<file path="src/rtl/cash_accumulator.sv">
// Coin front end for the vending core: accumulates coin credit, forwards it as cash,
// and pays back change or the full credit through a valid/ack refund handshake.
module cash_accumulator #(
  parameter int unsigned CASH_W   = 6,
  parameter int unsigned MAX_CASH = 63,
  parameter int unsigned TIMEOUT  = 255
) (
  input  logic              clk,
  input  logic              rst,
  input  logic              coin_valid,
  input  logic [1:0]        coin_type,
  input  logic              cancel,
  input  logic              vend_done,
  input  logic [CASH_W-1:0] balance_in,
  input  logic              refund_ack,
  output logic [CASH_W-1:0] cash,
  output logic              coin_reject,
  output logic              refund_valid,
  output logic [CASH_W-1:0] refund_amount,
  output logic              busy
);

  typedef enum logic [1:0] {StIdle, StCollect, StRefund} state_e;

  localparam logic [CASH_W:0] MaxSum    = (CASH_W+1)'(MAX_CASH);
  localparam logic [7:0]      TimeoutCy = 8'(TIMEOUT);

  state_e            state_q, state_d;
  logic [CASH_W-1:0] cash_q, cash_d;
  logic [CASH_W-1:0] amount_q, amount_d;
  logic [7:0]        timer_q, timer_d;
  logic              reject_q, reject_d;
  logic              valid_q, valid_d;
  logic              busy_q, busy_d;
  logic [CASH_W:0]   coin_val;
  logic [CASH_W:0]   sum;

  always_comb begin
    coin_val = '0;
    unique case (coin_type)
      2'b00: coin_val = (CASH_W+1)'(1);
      2'b01: coin_val = (CASH_W+1)'(2);
      2'b10: coin_val = (CASH_W+1)'(5);
      2'b11: coin_val = (CASH_W+1)'(10);
      default: coin_val = '0;
    endcase
  end

  // One bit wider than cash so an overflowing coin is detected instead of wrapping.
  assign sum = {1'b0, cash_q} + coin_val;

  always_comb begin
    state_d  = state_q;
    cash_d   = cash_q;
    amount_d = amount_q;
    timer_d  = timer_q;
    reject_d = 1'b0;
    valid_d  = valid_q;

    unique case (state_q)
      StIdle: begin
        cash_d = '0;
        if (coin_valid) begin
          if (coin_val <= MaxSum) begin
            cash_d  = coin_val[CASH_W-1:0];
            timer_d = '0;
            state_d = StCollect;
          end else begin
            reject_d = 1'b1;
          end
        end
      end

      StCollect: begin
        if (vend_done) begin
          reject_d = coin_valid;
          amount_d = balance_in;
          cash_d   = '0;
          timer_d  = '0;
          if (balance_in != '0) begin
            valid_d = 1'b1;
            state_d = StRefund;
          end else begin
            state_d = StIdle;
          end
        end else if (cancel || (timer_q == TimeoutCy)) begin
          reject_d = coin_valid;
          amount_d = cash_q;
          cash_d   = '0;
          timer_d  = '0;
          valid_d  = 1'b1;
          state_d  = StRefund;
        end else if (coin_valid && (sum <= MaxSum)) begin
          cash_d  = sum[CASH_W-1:0];
          timer_d = '0;
        end else begin
          reject_d = coin_valid;
          if (timer_q != TimeoutCy) begin
            timer_d = timer_q + 8'd1;
          end
        end
      end

      StRefund: begin
        reject_d = coin_valid;
        cash_d   = '0;
        valid_d  = 1'b1;
        if (refund_ack) begin
          valid_d  = 1'b0;
          amount_d = '0;
          state_d  = StIdle;
        end
      end

      default: begin
        state_d  = StIdle;
        cash_d   = '0;
        amount_d = '0;
        timer_d  = '0;
        valid_d  = 1'b0;
      end
    endcase

    busy_d = (state_d == StRefund);
  end

  always_ff @(posedge clk or posedge rst) begin
    if (rst) begin
      state_q  <= StIdle;
      cash_q   <= '0;
      amount_q <= '0;
      timer_q  <= '0;
      reject_q <= 1'b0;
      valid_q  <= 1'b0;
      busy_q   <= 1'b0;
    end else begin
      state_q  <= state_d;
      cash_q   <= cash_d;
      amount_q <= amount_d;
      timer_q  <= timer_d;
      reject_q <= reject_d;
      valid_q  <= valid_d;
      busy_q   <= busy_d;
    end
  end

  assign cash          = cash_q;
  assign coin_reject   = reject_q;
  assign refund_valid  = valid_q;
  assign refund_amount = amount_q;
  assign busy          = busy_q;

endmodule
</file>
<file path="config.mk">
export PLATFORM = sky130hd
export DESIGN_NAME = cash_accumulator
export DESIGN_NICKNAME = d
export VERILOG_FILES = /design/src/rtl/cash_accumulator.sv
export SDC_FILE = /design/constraint.sdc
export NUM_CORES = 1
export LEC_CHECK = 0
export ABC_AREA = 1
export BUFFER_PORTS_ARGS = -buffer_cell sky130_fd_sc_hd__buf_4
export CORE_ASPECT_RATIO = 0.8
export CORE_MARGIN = 1.5
export CORE_UTILIZATION = 45
export DETAILED_ROUTE_END_ITERATION = 8
export PLACE_DENSITY = 0.66
export SETUP_SLACK_MARGIN = 0.02
export SYNTH_ARGS = -nofsm -noshare
export SYNTH_HDL_FRONTEND = slang
export SYNTH_SLANG_ARGS = --single-unit
export TNS_END_PERCENT = 20
</file>
<file path="constraint.sdc">
create_clock -name clk -period 4.99 [get_ports clk]
set_input_delay 0.499 -clock clk [delete_from_list [all_inputs] [get_ports clk]]
set_output_delay 0.499 -clock clk [all_outputs]
set_load 0.01 [all_outputs]
</file>
==> run_results.csv, run 1 <==
group,metric,value,unit
clock_tree,clock_latency,0.27,ns
critical_path,required,5.15,ns
final_layout,drive_gt1_share,23.02,%
clock_tree,cts-root-buf,"clkbuf_8",
final_layout,antenna_cells,0,
sta,slew_headroom,35.63,%
grt,grt_use_met2,27.50,%
yosys,avgSynthCellArea,7.632,µm²
grt,grt_overflow,0,
routing,drc_errors,5,
clock_tree,numCtsBuffers,3,
final_layout,seq_area,625.6,µm²
pwr,power,0.0007596,W
routing,postRouteAntennaNets,0,
sta,grt_setup_unrepaired,"no",
critical_path,ff2ff_path_depth,8,
yosys,yosys_warnings,0,
sta,clock_skew,0.003654,ns
yosys,synthCells,221,
final_layout,final.fill_count,355,
die,io_pins,29,
yosys,syn_area,1687,µm²
grt,met3_usage,4.348,%
routing,drt_wl_total,3.512,mm
pwr,p_leak,1.012,nW
sta,fmax,0.5312,GHz
clock_tree,postCtsSetupRepairBufs,0,
sta,drv_slew,0,
sta,period_needed,1.882,ns
clock_tree,clk_pin_slew,0.09,ns
final_layout,multi_input_area,927.1,µm²
clock_tree,cts_buffer_depth,2,
sta,fin_tns_setup,0,ns
grt,busiest_layer,"met1",
place,gp_congestion,0.8095,
grt,grt_max_degree,26,
place,dp_hpwl,2.757,mm
final_layout,area_growth,18.03,%
grt,grt_use_met1,28.57,%
critical_path,startpoint_type,"flop",
critical_path,worstPathMaxFanout,8,
pwr,cellPowerDensity,381.6,nW/µm²
grt,grt_pass1_vias,1327,
routing,route.vias.total,1404,
die,rows,19,
grt,grt.total_usage,18.64,%
critical_path,cp.arrival,2.04,ns
clock_tree,htreeDepth,1,
clock_tree,cts_num_sinks,25,
critical_path,path_class,"flop to flop",
routing,first_iter_violations,99,
sta,setup_viol,0,
yosys,ys_ff_latch,25,
sta,worstMarginPinSlew,0.9646,ns
die,die_w,71.45,µm
outcome,violations,"DRC",
critical_path,crit_path_end_kind,"flop",
grt,grt_pass1_wl,6.154,mm
final_layout,mostFrequentLayoutCells,"67 x nand2_1, 28 x inv_1, 28 x buf_4",
sta,finalHoldViolCount,0,
grt,antenna_found_initial,0,
place,port_buffers,28,
die,fp.coreArea,3518,µm²
final_layout,layout_commonest_cell,"nand2_1",
routing,vias_per_cell,4.776,
die,die_area,4127,µm²
routing,drt_first_pass_iters,6,
sta,finalCritPeriodShare,37.72,%
min_path,hold_class,"input port to asynchronous set/reset pin",
outcome,status,"finished with violations",
routing,wl_per_cell,11.95,µm
run,maxCapViolations,0,
clock_tree,cts_resized,0,
yosys,synth.distinct_cells,27,
yosys,ys_seq_area_share,37.09,%
die,initial_utilization,47.94,%
final_layout,nNetsFinal,277,
clock_tree,cts_tree,"done",
yosys,syn-num-nets,245,
clock_tree,cts_hold_buf,0,
die,die_y,57.76,µm
pwr,peakVddDrop,161.9,µV
==> metal layers <==
metal	up-vias	routed length, µm	share of wire, %
met5	-	0	0
met4	0	13	0.37
met3	2	239	6.8
met2	39	1374	39
met1	614	1884	54
li1	749	-	-
==> final timing paths <==
kind | from | end | slack [ns]
worst max register to register | cash[0]$_DFFE_PP0P_ | timer_q[2]$_DFFE_PP0P_ | 3.11
max in group asynchronous | rst | timer_q[0]$_DFFE_PP0P_ | 3.95
worst min-delay path | rst | state_q[1]$_DFF_PP0_ | 0.45
min in group clk | refund_amount[4]$_DFFE_PP0P_ | refund_amount[4]$_DFFE_PP0P_ | 0.49
worst max-delay path | cash[0]$_DFFE_PP0P_ | timer_q[2]$_DFFE_PP0P_ | 3.11
worst min register to register | refund_amount[4]$_DFFE_PP0P_ | refund_amount[4]$_DFFE_PP0P_ | 0.49
==> per-stage QoR <==
stage / hold slack (ns) / cells / area [µm²] / util (%) / worst slack, ns
after floorplan: 0.4786 / 221 / 1687 / - / 3.151
after global placement: 0.4665 / 290 / 1946 / 55.30 / 2.936
after detailed placement: 0.4686 / 290 / 1946 / 55.30 / 2.887
after CTS: 0.4923 / 294 / 1991 / 56.58 / 3.106
after global routing: 0.5011 / 294 / 1991 / 56.58 / 3.003
final: 0.4486 / 294 / 1991 / 56.58 / 3.108
==> layout make-up <==
type | count | area share (%)
Inverter | 32 | 6.537
Multi-Input combinational cell | 163 | 46.57
Sequential cell | 25 | 31.43
Timing Repair Buffer | 28 | 10.56
Tap cell | 42 | 2.640
Clock buffer | 4 | 2.263
==> critical path, stage by stage (launching register included) <==
cell and delay (ns):
dfrtp_1 0.44, ha_1 0.26, fa_1 0.45, nand2_1 0.13, nand3_2 0.13, nand2_8 0.13
inv_6 0.05, nor2_8 0.14, nor2_2 0.05
==> cells by family after synthesis <==
group,count (synthesis),synth area share [%]
AOI/OAI and AO/OA,27,8.234
xor gates and xnor gates,5,2.597
adders and majority gates,10,7.864
buffers and inverters,33,7.938
DFF,25,37.09
and+or+nand+nor,121,36.28
==> registers in the layout (all words and copies together) (netlist names) <==
name           flops
coin_reject        1
timer_q            8
state_q            2
busy               1
refund_amount      6
cash               6
refund_valid       1
==> power breakdown <==
part | internal [W] | total [W] | switching (W)
combinational | 0.000143 | 0.000358 | 0.000215
sequential | 0.000247 | 0.000282 | 0.0000348
clock | 0.0000571 | 0.000120 | 0.0000625
total | 0.000447 | 0.000760 | 0.000312
==> synth_stat cells <==
cell type / n / area, µm²
nand2_1: 67 / 251.5
inv_1: 28 / 105.1
dfrtp_1: 25 / 625.6
o21ai_0: 18 / 90.09
nor2_1: 15 / 56.30
nand3_1: 13 / 65.06
nor2_2: 10 / 62.56
ha_1: 9 / 112.6
a21oi_1: 5 / 25.02
nor2_4: 4 / 45.04
nand2_4: 3 / 33.78
o22ai_1: 3 / 18.77
xor2_1: 3 / 26.28
inv_2: 2 / 7.510
nand2_2: 2 / 12.51
nor3_1: 2 / 10.01
xnor2_1: 2 / 17.52
clkbuf_1: 1 / 3.750
clkinv_4: 1 / 8.760
fa_1: 1 / 20.02
inv_6: 1 / 8.760
nand2_8: 1 / 20.02
nand3_2: 1 / 10.01
nand3_4: 1 / 17.52
nand3b_1: 1 / 7.510
nor2_8: 1 / 20.02
o21ai_1: 1 / 5.000
No activity file was read; power rests on OpenSTA's default activity.
==> inputs of run 2 (changes only) <==
- ABC_AREA: 1 -> 0
- clock period: 4.99 -> 1.84 ns (I/O delays scaled with it)
==> run 2 against run 1 <==
Compared with the run above: the flow finishes with violations (setup timing); worst setup slack got worse by 3.2 ns; maximum frequency fell by 3.6%; first-iteration DRC count rose by 6.1%; worst hold slack got worse by 0.23 ns; via count rose by 3.3%; non-clock buffer count rose by 32; largest cell class unchanged; highest routed layer unchanged.
==> run_results.csv, run 2 <==
group,metric,value,unit
yosys,synthCells,157,
die,die_y,56.98,µm
die,fp.coreArea,3447,µm²
place,gp_congestion,0.8661,
sta,period_needed,1.953,ns
final_layout,largest_reg_flops,8,
clock_tree,htreeDepth,1,
sta,worst_slack,-0.1127,ns
clock_tree,cts-root-buf,"clkbuf_8",
yosys,synth-edff-count,0,
sta,finalHoldViolCount,0,
final_layout,layout_commonest_cell,"buf_4",
yosys,ys_ff_latch,25,
place,pre_cts_ws,-0.08581,ns
final_layout,seq_area,625.6,µm²
routing,wl_per_cell,16.89,µm
place,place_inst,247,
die,rows,19,
final_layout,top_register,"timer_q",
sta,finalCritPeriodShare,106.1,%
grt,grt.total_usage,23.23,%
final_layout,utilization,65.55,%
critical_path,startpoint_type,"flop",
min_path,holdPathStages,3,
yosys,ys_top_cells_by_count,"25 x dfrtp_1, 10 x nand2_1, 10 x o21ai_0",
final_layout,nNetsFinal,241,
sta,fin_tns_setup,-0.6374,ns
grt,grt_overflow,0,
yosys,synthArstFlopShare,100.0,%
place,dp_hpwl,3.236,mm
grt,grt_pass1_wl,7.293,mm
grt,grt_pass1_vias,1503,
min_path,hold-path-endpoint,"coin_reject$_DFF_PP0_",
routing,drt_wl_total,4.358,mm
pwr,p_leak,1.071,nW
clock_tree,cts_buffer_depth,2,
final_layout,drive_gt1_share,45.83,%
routing,route.vias.total,1450,
critical_path,ff2ff_path_depth,6,
sta,slew_headroom,67.05,%
outcome,status,"finished with violations",
yosys,netlist.area_leader.share,38.17,%
die,initial_utilization,47.55,%
run,maxCapViolations,0,
yosys,ys_seq_area_share,38.17,%
pwr,cellPowerDensity,1044,nW/µm²
yosys,syn_area,1639,µm²
clock_tree,clock_latency,0.27,ns
final_layout,antenna_cells,0,
critical_path,path_class,"flop to flop",
critical_path,cp.arrival,2.16,ns
place,port_buffers,28,
critical_path,worstPathMaxFanout,7,
final_layout,final.fill_count,265,
grt,antenna_found_initial,0,
routing,first_iter_violations,105,
yosys,synth_ff_type,"dfrtp_1",
grt,grt_max_degree,26,
min_path,hold_class,"input port to flop",
final_layout,stdcell_count,258,
routing,drc_errors,0,
sta,setup_viol,16,
min_path,hp-start,"coin_valid",
sta,worstMarginPinSlew,0.4927,ns
final_layout,multi_input_area,1052,µm²
yosys,synth.distinct_cells,52,
die,die_w,70.48,µm
yosys,ys_top_cells_by_area,"dfrtp_1 38%, ha_1 6.9%, mux2_4 5.5%, mux2i_1 4.9%, o21ai_0 3.1%",
die,io_pins,29,
clock_tree,numCtsBuffers,3,
sta,drv_slew,0,
critical_path,slowest_stage,"dfrtp_1",
outcome,violations,"setup timing",
critical_path,crit_path_end_kind,"flop",
die,die_area,4016,µm²
routing,drt_first_pass_iters,4,
critical_path,r2r_end,"cash[4]$_DFFE_PP0P_",
sta,grt_setup_unrepaired,"yes",
pwr,peakVddDrop,505.7,µV
critical_path,reg2reg_slack,-0.11,ns
routing,vias_per_cell,5.620,
critical_path,required,2.05,ns
sta,fmax,0.5121,GHz
critical_path,timing.critical_path.cells,"ha_2 -> fa_2 -> a211oi_4 -> o21ai_4 -> or3_1 -> a21oi_2",
critical_path,reg2reg_from,"cash[0]$_DFFE_PP0P_",
clock_tree,clk_pin_slew,0.09,ns
yosys,syn-num-nets,181,
final_layout,area_growth,37.86,%
yosys,yosysMostFrequentCell,"dfrtp_1",
clock_tree,cts_num_sinks,25,
critical_path,slowest_delay,0.41,ns
sta,clock_skew,0.004126,ns
clock_tree,cts_tree,"done",
routing,postRouteAntennaNets,0,
yosys,yosys_warnings,0,
final_layout,mostFrequentLayoutCells,"58 x buf_4, 25 x dfrtp_1, 10 x nand2_1",
yosys,synth_top_area_cell,"dfrtp_1",
yosys,avgSynthCellArea,10.44,µm²
==> run 2: changes by cell type in the layout (fill, tap and decap cells not counted), sizes merged, moves of 6 or more <==
cell,previous run,this run
nand2,73,11
nor2b,0,8
mux2i,0,8
nand3,15,8
nor2,30,3
buf,28,59
o21ai,19,11
inv,31,7
mux2,0,6
==> run 2: cell type report <==
| cell class | count | area share, % |
|---|---|---|
| Clock inverter | 1 | 0.2215 |
| Tap cell | 42 | 2.326 |
| Inverter | 7 | 1.163 |
| Timing Repair Buffer | 60 | 20.21 |
| Sequential cell | 25 | 27.69 |
| Multi-Input combinational cell | 120 | 46.57 |
| Clock buffer | 3 | 1.827 |
==> run 2: critical path: cells and delay by family, from the launching register on <==
| family | cells | cell delay [ns] |
|---|---|---|
| compound gates | 3 | 0.58 |
| flops | 1 | 0.41 |
| fa+ha+maj | 2 | 0.56 |
| simple gates | 1 | 0.34 |
==> run 2: worst max path at each step <==
stage / from / to
3_3_place_gp: cash[0]$_DFFE_PP0P_ / cash[4]$_DFFE_PP0P_
3_5_place_dp: cash[0]$_DFFE_PP0P_ / timer_q[6]$_DFFE_PP0P_
5_1_grt: cash[0]$_DFFE_PP0P_ / cash[4]$_DFFE_PP0P_
6_report: cash[0]$_DFFE_PP0P_ / cash[4]$_DFFE_PP0P_
2_1_floorplan: cash[0]$_DFFE_PP0P_ / cash[4]$_DFFE_PP0P_
4_1_cts: cash[0]$_DFFE_PP0P_ / cash[4]$_DFFE_PP0P_
==> run 2: kinds of logic (layout without fill, tap and decap cells) <==
group	count (synthesis)	count (layout)	synth area share, %
buffers and inverters	12	71	3.359
XOR/XNOR	3	3	1.603
AND/OR/NAND/NOR	49	49	18.86
AO/OA/AOI/OAI	44	44	19.54
adder cells (fa/ha/maj)	10	10	8.092
multiplexers	14	14	10.38
flip-flops	25	25	38.17
==> run 2: metal layers <==
metal	vias up	wire (µm)	share of wire, %	global-route usage, %
met5	-	0	0	0
met4	0	19	0.44	4.396
met3	4	199	4.6	4.770
met2	45	2162	50	39.62
met1	707	1978	45	31.18
li1	694	-	-	-
==> run 2: repair_timing <==
| item | CTS | global route |
|---|---|---|
| hold buffers | 1 | 0 |
| resized for setup | 9 | 12 |
| buffers inserted | 3 | 3 |
| endpoints found under the hold margin | 25 | 0 |
| setup endpoints to repair | 21 | 23 |
| gates cloned | 0 | 0 |
| pin swaps | 3 | 6 |
==> run 2: power by group <==
group | total, W | internal (W) | switching, W | leakage (nW)
Combinational | 0.00128 | 0.000678 | 0.000600 | 0.703
Sequential | 0.000742 | 0.000663 | 0.0000799 | 0.342
Clock | 0.000339 | 0.000152 | 0.000187 | 0.0255
Total | 0.00236 | 0.00149 | 0.000867 | 1.07
==> run 2: stage by stage <==
step,instance area [µm²],hold slack (ns),power [W]
floorplan,1655,0.2113,0.001422
global placement,2074,0.2588,0.001885
detailed placement,2074,0.2670,0.001915
CTS,2191,0.2107,0.002299
global route,2260,0.2373,0.002501
finish,2260,0.2163,0.002360
